<file path="config.mk">
export PLATFORM = sky130hd
export DESIGN_NAME = ddram_responder
export DESIGN_NICKNAME = d
export VERILOG_FILES = /design/src/rtl/ddram_responder_pkg.sv /design/src/rtl/rd_lat_pipe.sv /design/src/rtl/ddram_responder.sv
export SDC_FILE = /design/constraint.sdc
export NUM_CORES = 1
export LEC_CHECK = 0
export ABC_AREA = 1
export BUFFER_PORTS_ARGS = -buffer_cell sky130_fd_sc_hd__buf_4
export CAP_MARGIN = 40
export CORE_ASPECT_RATIO = 1.4
export CORE_MARGIN = 8
export CORE_UTILIZATION = 46
export DETAILED_ROUTE_END_ITERATION = 12
export HOLD_SLACK_MARGIN = 0.08
export MAX_ROUTING_LAYER = met4
export PLACE_DENSITY = 0.81
export SKIP_LAST_GASP = 1
export SYNTH_ARGS = -nofsm -noshare
export SYNTH_HDL_FRONTEND = slang
export SYNTH_SLANG_ARGS = --single-unit
</file>
<file path="constraint.sdc">
create_clock -name CLK -period 2.04 [get_ports CLK]
set_input_delay 0 -clock CLK [delete_from_list [all_inputs] [get_ports CLK]]
set_output_delay 0 -clock CLK [all_outputs]
set_load 0.01 [all_outputs]
</file>
<file path="src/rtl/ddram_responder_pkg.sv">
// Shared types and widths for the DDRAM burst responder.
// Holds the FSM state encoding and the burst-count normalisation helper.
package ddram_responder_pkg;

    localparam int BURSTW = 8;
    localparam int DATAW  = 64;
    localparam int BEW    = 8;

    typedef enum logic [1:0] {
        ST_IDLE   = 2'd0,
        ST_READ   = 2'd1,
        ST_RDRAIN = 2'd2,
        ST_WRITE  = 2'd3
    } state_e;

    // A zero burst count is serviced as a single beat.
    function automatic logic [BURSTW-1:0] eff_beats(input logic [BURSTW-1:0] cnt);
        return (cnt == '0) ? BURSTW'(1) : cnt;
    endfunction

endpackage

</file>
<file path="src/rtl/rd_lat_pipe.sv">
// Read-valid delay line: vld_out follows vld_in by exactly DEPTH cycles.
// Synchronous clear drops every strobe in flight.
module rd_lat_pipe #(
    parameter int DEPTH = 2
) (
    input  logic clk,
    input  logic rst,
    input  logic vld_in,
    output logic vld_out
);

    logic [DEPTH-1:0] pipe_q;
    logic [DEPTH-1:0] pipe_d;

    always_comb begin
        pipe_d = (pipe_q << 1) | DEPTH'(vld_in);
    end

    always_ff @(posedge clk) begin
        if (rst) begin
            pipe_q <= '0;
        end else begin
            pipe_q <= pipe_d;
        end
    end

    assign vld_out = pipe_q[DEPTH-1];

endmodule

</file>
<file path="src/rtl/ddram_responder.sv">
// DDRAM burst slave that turns accepted bursts into single-beat accesses on a
// fixed-latency synchronous memory port; BUSY holds off new requests during reads.
module ddram_responder
    import ddram_responder_pkg::*;
#(
    parameter int ADDRBITS = 24,
    parameter int MEM_LAT  = 2
) (
    input  logic                CLK,
    input  logic                RESET,
    input  logic [ADDRBITS:0]   DDRAM_ADDR,
    input  logic [DATAW-1:0]    DDRAM_DIN,
    input  logic [BEW-1:0]      DDRAM_BE,
    input  logic [BURSTW-1:0]   DDRAM_BURSTCNT,
    input  logic                DDRAM_RD,
    input  logic                DDRAM_WE,
    output logic [DATAW-1:0]    DDRAM_DOUT,
    output logic                DDRAM_DOUT_READY,
    output logic                DDRAM_BUSY,
    output logic [ADDRBITS:0]   MEM_ADDR,
    output logic [DATAW-1:0]    MEM_DIN,
    output logic [BEW-1:0]      MEM_BE,
    output logic                MEM_WE,
    output logic                MEM_RD,
    input  logic [DATAW-1:0]    MEM_DOUT,
    output logic                ERR
);

    localparam int AW = ADDRBITS + 1;

    state_e            state_q, state_d;
    logic              busy_q, busy_d;
    logic              err_q, err_d;
    logic              mem_rd_q, mem_rd_d;
    logic              mem_we_q, mem_we_d;
    logic [AW-1:0]     mem_addr_q, mem_addr_d;
    logic [DATAW-1:0]  mem_din_q, mem_din_d;
    logic [BEW-1:0]    mem_be_q, mem_be_d;
    logic [BURSTW-1:0] issue_left_q, issue_left_d;
    logic [BURSTW-1:0] rd_left_q, rd_left_d;
    logic [BURSTW-1:0] first_beats;
    logic              dout_ready;

    assign first_beats = eff_beats(DDRAM_BURSTCNT);

    always_comb begin
        state_d      = state_q;
        busy_d       = busy_q;
        err_d        = err_q;
        mem_rd_d     = 1'b0;
        mem_we_d     = 1'b0;
        mem_addr_d   = mem_addr_q;
        mem_din_d    = mem_din_q;
        mem_be_d     = mem_be_q;
        issue_left_d = issue_left_q;
        rd_left_d    = rd_left_q;

        if (dout_ready && (rd_left_q != '0)) begin
            rd_left_d = rd_left_q - BURSTW'(1);
        end

        // Write beats offered while BUSY is high are never accepted.
        if (DDRAM_WE && busy_q) begin
            err_d = 1'b1;
        end

        case (state_q)
            ST_IDLE: begin
                if (DDRAM_RD && !busy_q) begin
                    mem_rd_d     = 1'b1;
                    mem_addr_d   = DDRAM_ADDR;
                    issue_left_d = first_beats - BURSTW'(1);
                    rd_left_d    = first_beats;
                    busy_d       = 1'b1;
                    state_d      = (first_beats == BURSTW'(1)) ? ST_RDRAIN : ST_READ;
                    if (DDRAM_WE) begin
                        err_d = 1'b1;
                    end
                end else if (DDRAM_WE && !busy_q) begin
                    mem_we_d   = 1'b1;
                    mem_addr_d = DDRAM_ADDR;
                    mem_din_d  = DDRAM_DIN;
                    mem_be_d   = DDRAM_BE;
                    if (first_beats != BURSTW'(1)) begin
                        issue_left_d = first_beats - BURSTW'(1);
                        state_d      = ST_WRITE;
                    end
                end
            end
            ST_READ: begin
                mem_rd_d     = 1'b1;
                mem_addr_d   = mem_addr_q + AW'(1);
                issue_left_d = issue_left_q - BURSTW'(1);
                if (issue_left_q == BURSTW'(1)) begin
                    state_d = ST_RDRAIN;
                end
            end
            ST_RDRAIN: begin
                if (dout_ready && (rd_left_q == BURSTW'(1))) begin
                    busy_d  = 1'b0;
                    state_d = ST_IDLE;
                end
            end
            ST_WRITE: begin
                if (DDRAM_RD) begin
                    err_d = 1'b1;
                end
                if (DDRAM_WE) begin
                    mem_we_d     = 1'b1;
                    mem_addr_d   = mem_addr_q + AW'(1);
                    mem_din_d    = DDRAM_DIN;
                    mem_be_d     = DDRAM_BE;
                    issue_left_d = issue_left_q - BURSTW'(1);
                    if (issue_left_q == BURSTW'(1)) begin
                        state_d = ST_IDLE;
                    end
                end
            end
            default: begin
                state_d = ST_IDLE;
            end
        endcase
    end

    always_ff @(posedge CLK) begin
        if (RESET) begin
            state_q      <= ST_IDLE;
            busy_q       <= 1'b0;
            err_q        <= 1'b0;
            mem_rd_q     <= 1'b0;
            mem_we_q     <= 1'b0;
            mem_addr_q   <= '0;
            mem_din_q    <= '0;
            mem_be_q     <= '0;
            issue_left_q <= '0;
            rd_left_q    <= '0;
        end else begin
            state_q      <= state_d;
            busy_q       <= busy_d;
            err_q        <= err_d;
            mem_rd_q     <= mem_rd_d;
            mem_we_q     <= mem_we_d;
            mem_addr_q   <= mem_addr_d;
            mem_din_q    <= mem_din_d;
            mem_be_q     <= mem_be_d;
            issue_left_q <= issue_left_d;
            rd_left_q    <= rd_left_d;
        end
    end

    rd_lat_pipe #(
        .DEPTH (MEM_LAT)
    ) u_rd_lat_pipe (
        .clk     (CLK),
        .rst     (RESET),
        .vld_in  (mem_rd_q),
        .vld_out (dout_ready)
    );

    // Memory data is forwarded in the strobe cycle so each beat lands exactly
    // MEM_LAT cycles after its issue; zero whenever no beat is presented.
    assign DDRAM_DOUT       = dout_ready ? MEM_DOUT : '0;
    assign DDRAM_DOUT_READY = dout_ready;
    assign DDRAM_BUSY       = busy_q;
    assign MEM_ADDR         = mem_addr_q;
    assign MEM_DIN          = mem_din_q;
    assign MEM_BE           = mem_be_q;
    assign MEM_WE           = mem_we_q;
    assign MEM_RD           = mem_rd_q;
    assign ERR              = err_q;

endmodule
</file>
==> impl_table.tex <==
\begin{tabular}{lr}
\hline
Metric & Value \\
\hline
\multicolumn{2}{l}{\textbf{Synth}} \\
\quad Leading cell types by total area after synthesis & sky130\_fd\_sc\_hd\_\_dfxtp\_1, sky130\_fd\_sc\_hd\_\_nor2\_1, sky130\_fd\_sc\_hd\_\_nand2\_1 \\
\quad Most used flip-flop cell after synthesis & sky130\_fd\_sc\_hd\_\_dfxtp\_1 \\
\quad FFs w/ async S/R, synth & 0\% \\
\quad Netlist area before placement & 6550 µm² \\
\quad Number of distinct library cell variants in the gate-level netlist after synthesis & 35 \\
\quad Number of enable-type register cells in the synthesized netlist & 0 \\
\quad Mean cell area of the mapped netlist & 6.26 µm² \\
\quad Biggest area consumer among synthesized cells & sky130\_fd\_sc\_hd\_\_dfxtp\_1 \\
\quad Fraction of the yosys area taken by sequential cells & 37.0\% \\
\quad Post-synthesis sequential element count & 121 \\
\quad Synthesized netlist net count & 1232 \\
\quad Synth Instances & 1046 \\
\quad Synth warnings & 0 \\
\quad Post-synth top area share & 37.0\% \\
\multicolumn{2}{l}{\textbf{Detailed routing}} \\
\quad Remaining design rule violation count & 0 \\
\quad Final ANT Viol Nets & 0 \\
\quad Final routed wire length divided by cell count & 18.2 µm \\
\quad Detailed-router iteration count before antenna repair & 6 \\
\quad Via density per instance & 5.31 \\
\quad Routed vias & 8877 \\
\quad Total routed wirelength & 30500 µm \\
\quad Detailed router's first-iteration violation count & 962 \\
\multicolumn{2}{l}{\textbf{Clocking}} \\
\quad Clock tree from TritonCTS & done \\
\quad Max clock buf depth & 2 \\
\quad Post-CTS setup buffer count & 0 \\
\quad Clock latency at the later pin of the worst-skew pair & 0.41 ns \\
\quad Clock-pin slew reported for the worst setup and hold paths after clock tree synthesis & 0.06 ns \\
\quad CTS Root Buffer Type & sky130\_fd\_sc\_hd\_\_clkbuf\_16 \\
\quad Total number of clock tree sinks & 121 \\
\quad H-tree lvl count & 4 \\
\quad Number of buffers inserted during clock tree synthesis & 17 \\
\multicolumn{2}{l}{\textbf{Critical path}} \\
\quad Critical path class & in -> reg \\
\quad Arrival time of the worst setup path & 2.29 ns \\
\quad CP most frequent cell & sky130\_fd\_sc\_hd\_\_nand2\_1 \\
\quad Crit path max fanout & 5 \\
\quad Critical-path cell with the highest stage delay & sky130\_fd\_sc\_hd\_\_dlygate4sd3\_1 \\
\quad CP top delay family & buffers and inverters \\
\quad Buffer and inverter count on the worst path & 4 \\
\quad Crit-path max cell delay & 0.59 ns \\
\quad Data required time of the worst path & 2.38 ns \\
\quad Kind of end point of the critical path & register \\
\quad Kind of start point of the critical path & primary input \\
\quad Worst path cell trace & dlygate4sd3\_1 > buf\_4 > inv\_1 > nand2\_1 > nor2\_2 > nand2\_1 > nand2\_1 > inv\_1 > ha\_1 > nand2\_1 > xor2\_1 > nand2\_1 > o21ai\_0 > nand2\_1 > a21oi\_1 \\
\multicolumn{2}{l}{\textbf{Global route}} \\
\quad Number of global-route vias before repair & 8802 \\
\quad Gr busiest metal & met2 \\
\quad GRT Overall Usage & 32.5\% \\
\quad Largest net degree at the start of global routing & 82 \\
\quad Routing usage on met2 & 53.9\% \\
\quad Global-route congestion overflow total & 0 \\
\quad Antenna violations before repair & 0 \\
\quad Global Route met3 Usage & 8.44\% \\
\quad GR Util met1 & 34.9\% \\
\quad Global-route wire length before repair & 45200 µm \\
\multicolumn{2}{l}{\textbf{Die}} \\
\quad Area inside the core boundary & 13900 µm² \\
\quad Cell row count & 51 \\
\quad Die height & 157 µm \\
\quad Initial core utilization & 47.1\% \\
\quad Die Wd & 117 µm \\
\quad Full die area & 18400 µm² \\
\quad Io pins & 339 \\
\multicolumn{2}{l}{\textbf{STA}} \\
\quad Final Slew Violations & 0 \\
\quad Final hold violation count & 0 \\
\quad Setup Viol. Count Final & 0 \\
\quad Post-Route Setup TNS & 0 ns \\
\quad Transition at the pin with the smallest max-transition slack & 0.584 ns \\
\quad Final critical delay including setup and external delays & 1.95 ns \\
\quad PnR worst setup slack & 0.0877 ns \\
\quad Fin Clk Skew & 0.0114 ns \\
\quad Worst slack on hold paths & 0.132 ns \\
\quad Fmax & 512 MHz \\
\quad Relative max-transition margin & 61.1\% \\
\quad Share of the cycle needed by the critical path after routing & 95.7\% \\
\multicolumn{2}{l}{\textbf{Power and ir drop}} \\
\quad Worst IR Drop VDD & 0.869 mV \\
\quad Power per cell area & 1270 nW/µm² \\
\quad Leakage component of the power & 0.00556 µW \\
\multicolumn{2}{l}{\textbf{Cells and area}} \\
\quad Fraction of layout cells with a size suffix above 1 & 27.6\% \\
\quad Final cell area excluding filler cells & 10800 µm² \\
\quad Area Overhead vs Synth & 65.6\% \\
\quad Filler instances & 947 \\
\quad Total Nets Final & 1661 \\
\quad Area used by sequential logic in the layout & 2420 µm² \\
\quad Area taken by multi-input logic gates & 3390 µm² \\
\quad Diode count & 0 \\
\multicolumn{2}{l}{\textbf{Placement}} \\
\quad Setup slack at placement & 0.148 ns \\
\quad Gp weighted congestion & 0.901 \\
\quad Post-DP Area & 9160 µm² \\
\quad HPWL reported at the end of detailed placement & 19000 µm \\
\quad Number of port buffers & 338 \\
\multicolumn{2}{l}{\textbf{Run}} \\
\quad Max-cap viol count & 0 \\
\multicolumn{2}{l}{\textbf{Outcome}} \\
\quad Result of the run & complete, no violations \\
\multicolumn{2}{l}{\textbf{Min path}} \\
\quad Worst hold path type & in -> reg \\
\hline
\end{tabular}
## final timing paths
check                                                         from                                 end  slack [ns]  cells past startpoint
worst max-delay path                             DDRAM_BURSTCNT[2]        issue_left_q[4]$_SDFFE_PP0P_        0.09                     15
worst min-delay path                             DDRAM_BURSTCNT[0]        issue_left_q[0]$_SDFFE_PP0P_        0.13                      6
worst max register to register             state_q[1]$_SDFFE_PP0P_             MEM_DIN[0]$_SDFFE_PP0P_        0.11                      7
worst min register to register  u_rd_lat_pipe.pipe_q[0]$_SDFF_PP0_  u_rd_lat_pipe.pipe_q[1]$_SDFF_PP0_        0.41                      2
## cell usage after synthesis (5+ instances only)
cell / n
sky130_fd_sc_hd__nand4_1: 9
sky130_fd_sc_hd__clkbuf_1: 16
sky130_fd_sc_hd__o21ai_1: 7
sky130_fd_sc_hd__buf_2: 15
sky130_fd_sc_hd__inv_1: 118
sky130_fd_sc_hd__inv_2: 7
sky130_fd_sc_hd__a21oi_1: 42
sky130_fd_sc_hd__ha_1: 13
sky130_fd_sc_hd__buf_6: 11
sky130_fd_sc_hd__buf_1: 5
sky130_fd_sc_hd__dfxtp_1: 121
sky130_fd_sc_hd__nand2_1: 236
sky130_fd_sc_hd__o21ai_0: 105
sky130_fd_sc_hd__nor2_1: 250
sky130_fd_sc_hd__nand3_1: 49
## cell families after synthesis
| logic type | synth area share [%] |
|---|---|
| AND/OR/NAND/NOR | 34.4 |
| buffers and inverters | 11.5 |
| AO/OA/AOI/OAI | 13.7 |
| flip-flops | 37.0 |
| adder cells (fa/ha/maj) | 2.48 |
| XOR/XNOR | 0.936 |
## flip-flops by register name, indices dropped and copies added (netlist names), 2 cells and up
register / flops
issue_left_q: 8
u_rd_lat_pipe.pipe_q: 2
MEM_BE: 8
state_q: 2
MEM_DIN: 64
MEM_ADDR: 25
rd_left_q: 8
## routing by layer
metal | vias to the layer above | wire, µm | share of wire [%]
met5 | - | 0 | 0
met4 | 0 | 1350 | 4.4
met3 | 118 | 3120 | 10
met2 | 621 | 15100 | 50
met1 | 4016 | 10900 | 36
li1 | 4122 | - | -
## final cells by class
type                    instances  area share (%)
clock buffers                  17            3.92
multi-input cells             752            31.2
repair buffers                457            34.8
inverters                     126            4.38
flip-flops and latches        121            22.3
clock inverters                15            1.20
well taps                     185            2.13
## where the power goes
group / internal [µW] / switching, µW / leakage (µW)
combinational: 2810 / 3950 / 0.00429
sequential: 3280 / 887 / 0.000998
clock: 1600 / 1260 / 0.000275
## cell usage in the layout, fill, tap and decap left out, types with 2 or more instances in the layout
master and count:
sky130_fd_sc_hd__a21oi_1 42, sky130_fd_sc_hd__a21oi_2 4, sky130_fd_sc_hd__a31oi_1 2, sky130_fd_sc_hd__buf_12 2, sky130_fd_sc_hd__buf_4 343, sky130_fd_sc_hd__clkbuf_16 18, sky130_fd_sc_hd__clkinv_2 2, sky130_fd_sc_hd__clkinv_4 4
sky130_fd_sc_hd__dfxtp_1 120, sky130_fd_sc_hd__dlygate4sd3_1 108, sky130_fd_sc_hd__ha_1 12, sky130_fd_sc_hd__inv_1 118, sky130_fd_sc_hd__inv_2 7, sky130_fd_sc_hd__inv_6 5, sky130_fd_sc_hd__inv_8 3, sky130_fd_sc_hd__nand2_1 236
sky130_fd_sc_hd__nand2_2 4, sky130_fd_sc_hd__nand3_1 49, sky130_fd_sc_hd__nand4_1 9, sky130_fd_sc_hd__nor2_1 248, sky130_fd_sc_hd__nor2_2 5, sky130_fd_sc_hd__nor2_4 2, sky130_fd_sc_hd__nor3_1 2, sky130_fd_sc_hd__o21a_1 2
sky130_fd_sc_hd__o21ai_0 103, sky130_fd_sc_hd__o21ai_1 9, sky130_fd_sc_hd__o21ai_2 2, sky130_fd_sc_hd__o21bai_1 2, sky130_fd_sc_hd__or2_0 3, sky130_fd_sc_hd__or2_2 2, sky130_fd_sc_hd__xnor2_1 3, sky130_fd_sc_hd__xor2_1 4
## per-stage QoR
step,instances,power [µW],util (%)
finish,1673,13800,78.0
global placement,1532,10000,65.8
floorplan,1046,7820,-
detailed placement,1532,10200,65.8
CTS,1672,13200,77.6
global route,1673,14500,78.0
## tightest hold or removal path, cell delays in order
cell and delay (ns):
sky130_fd_sc_hd__buf_4 0.09, sky130_fd_sc_hd__inv_1 0.06, sky130_fd_sc_hd__nand2_1 0.12, sky130_fd_sc_hd__inv_1 0.08
sky130_fd_sc_hd__nand2_1 0.08, sky130_fd_sc_hd__a21oi_1 0.06
## repair_timing
item / in CTS / in global routing
hold endpoints to repair: 115 / 0
hold buffers: 108 / 0
setup endpoints to repair: 0 / 59
resized for setup: 0 / 10
Note: power is estimated with default switching activity, not from simulation.
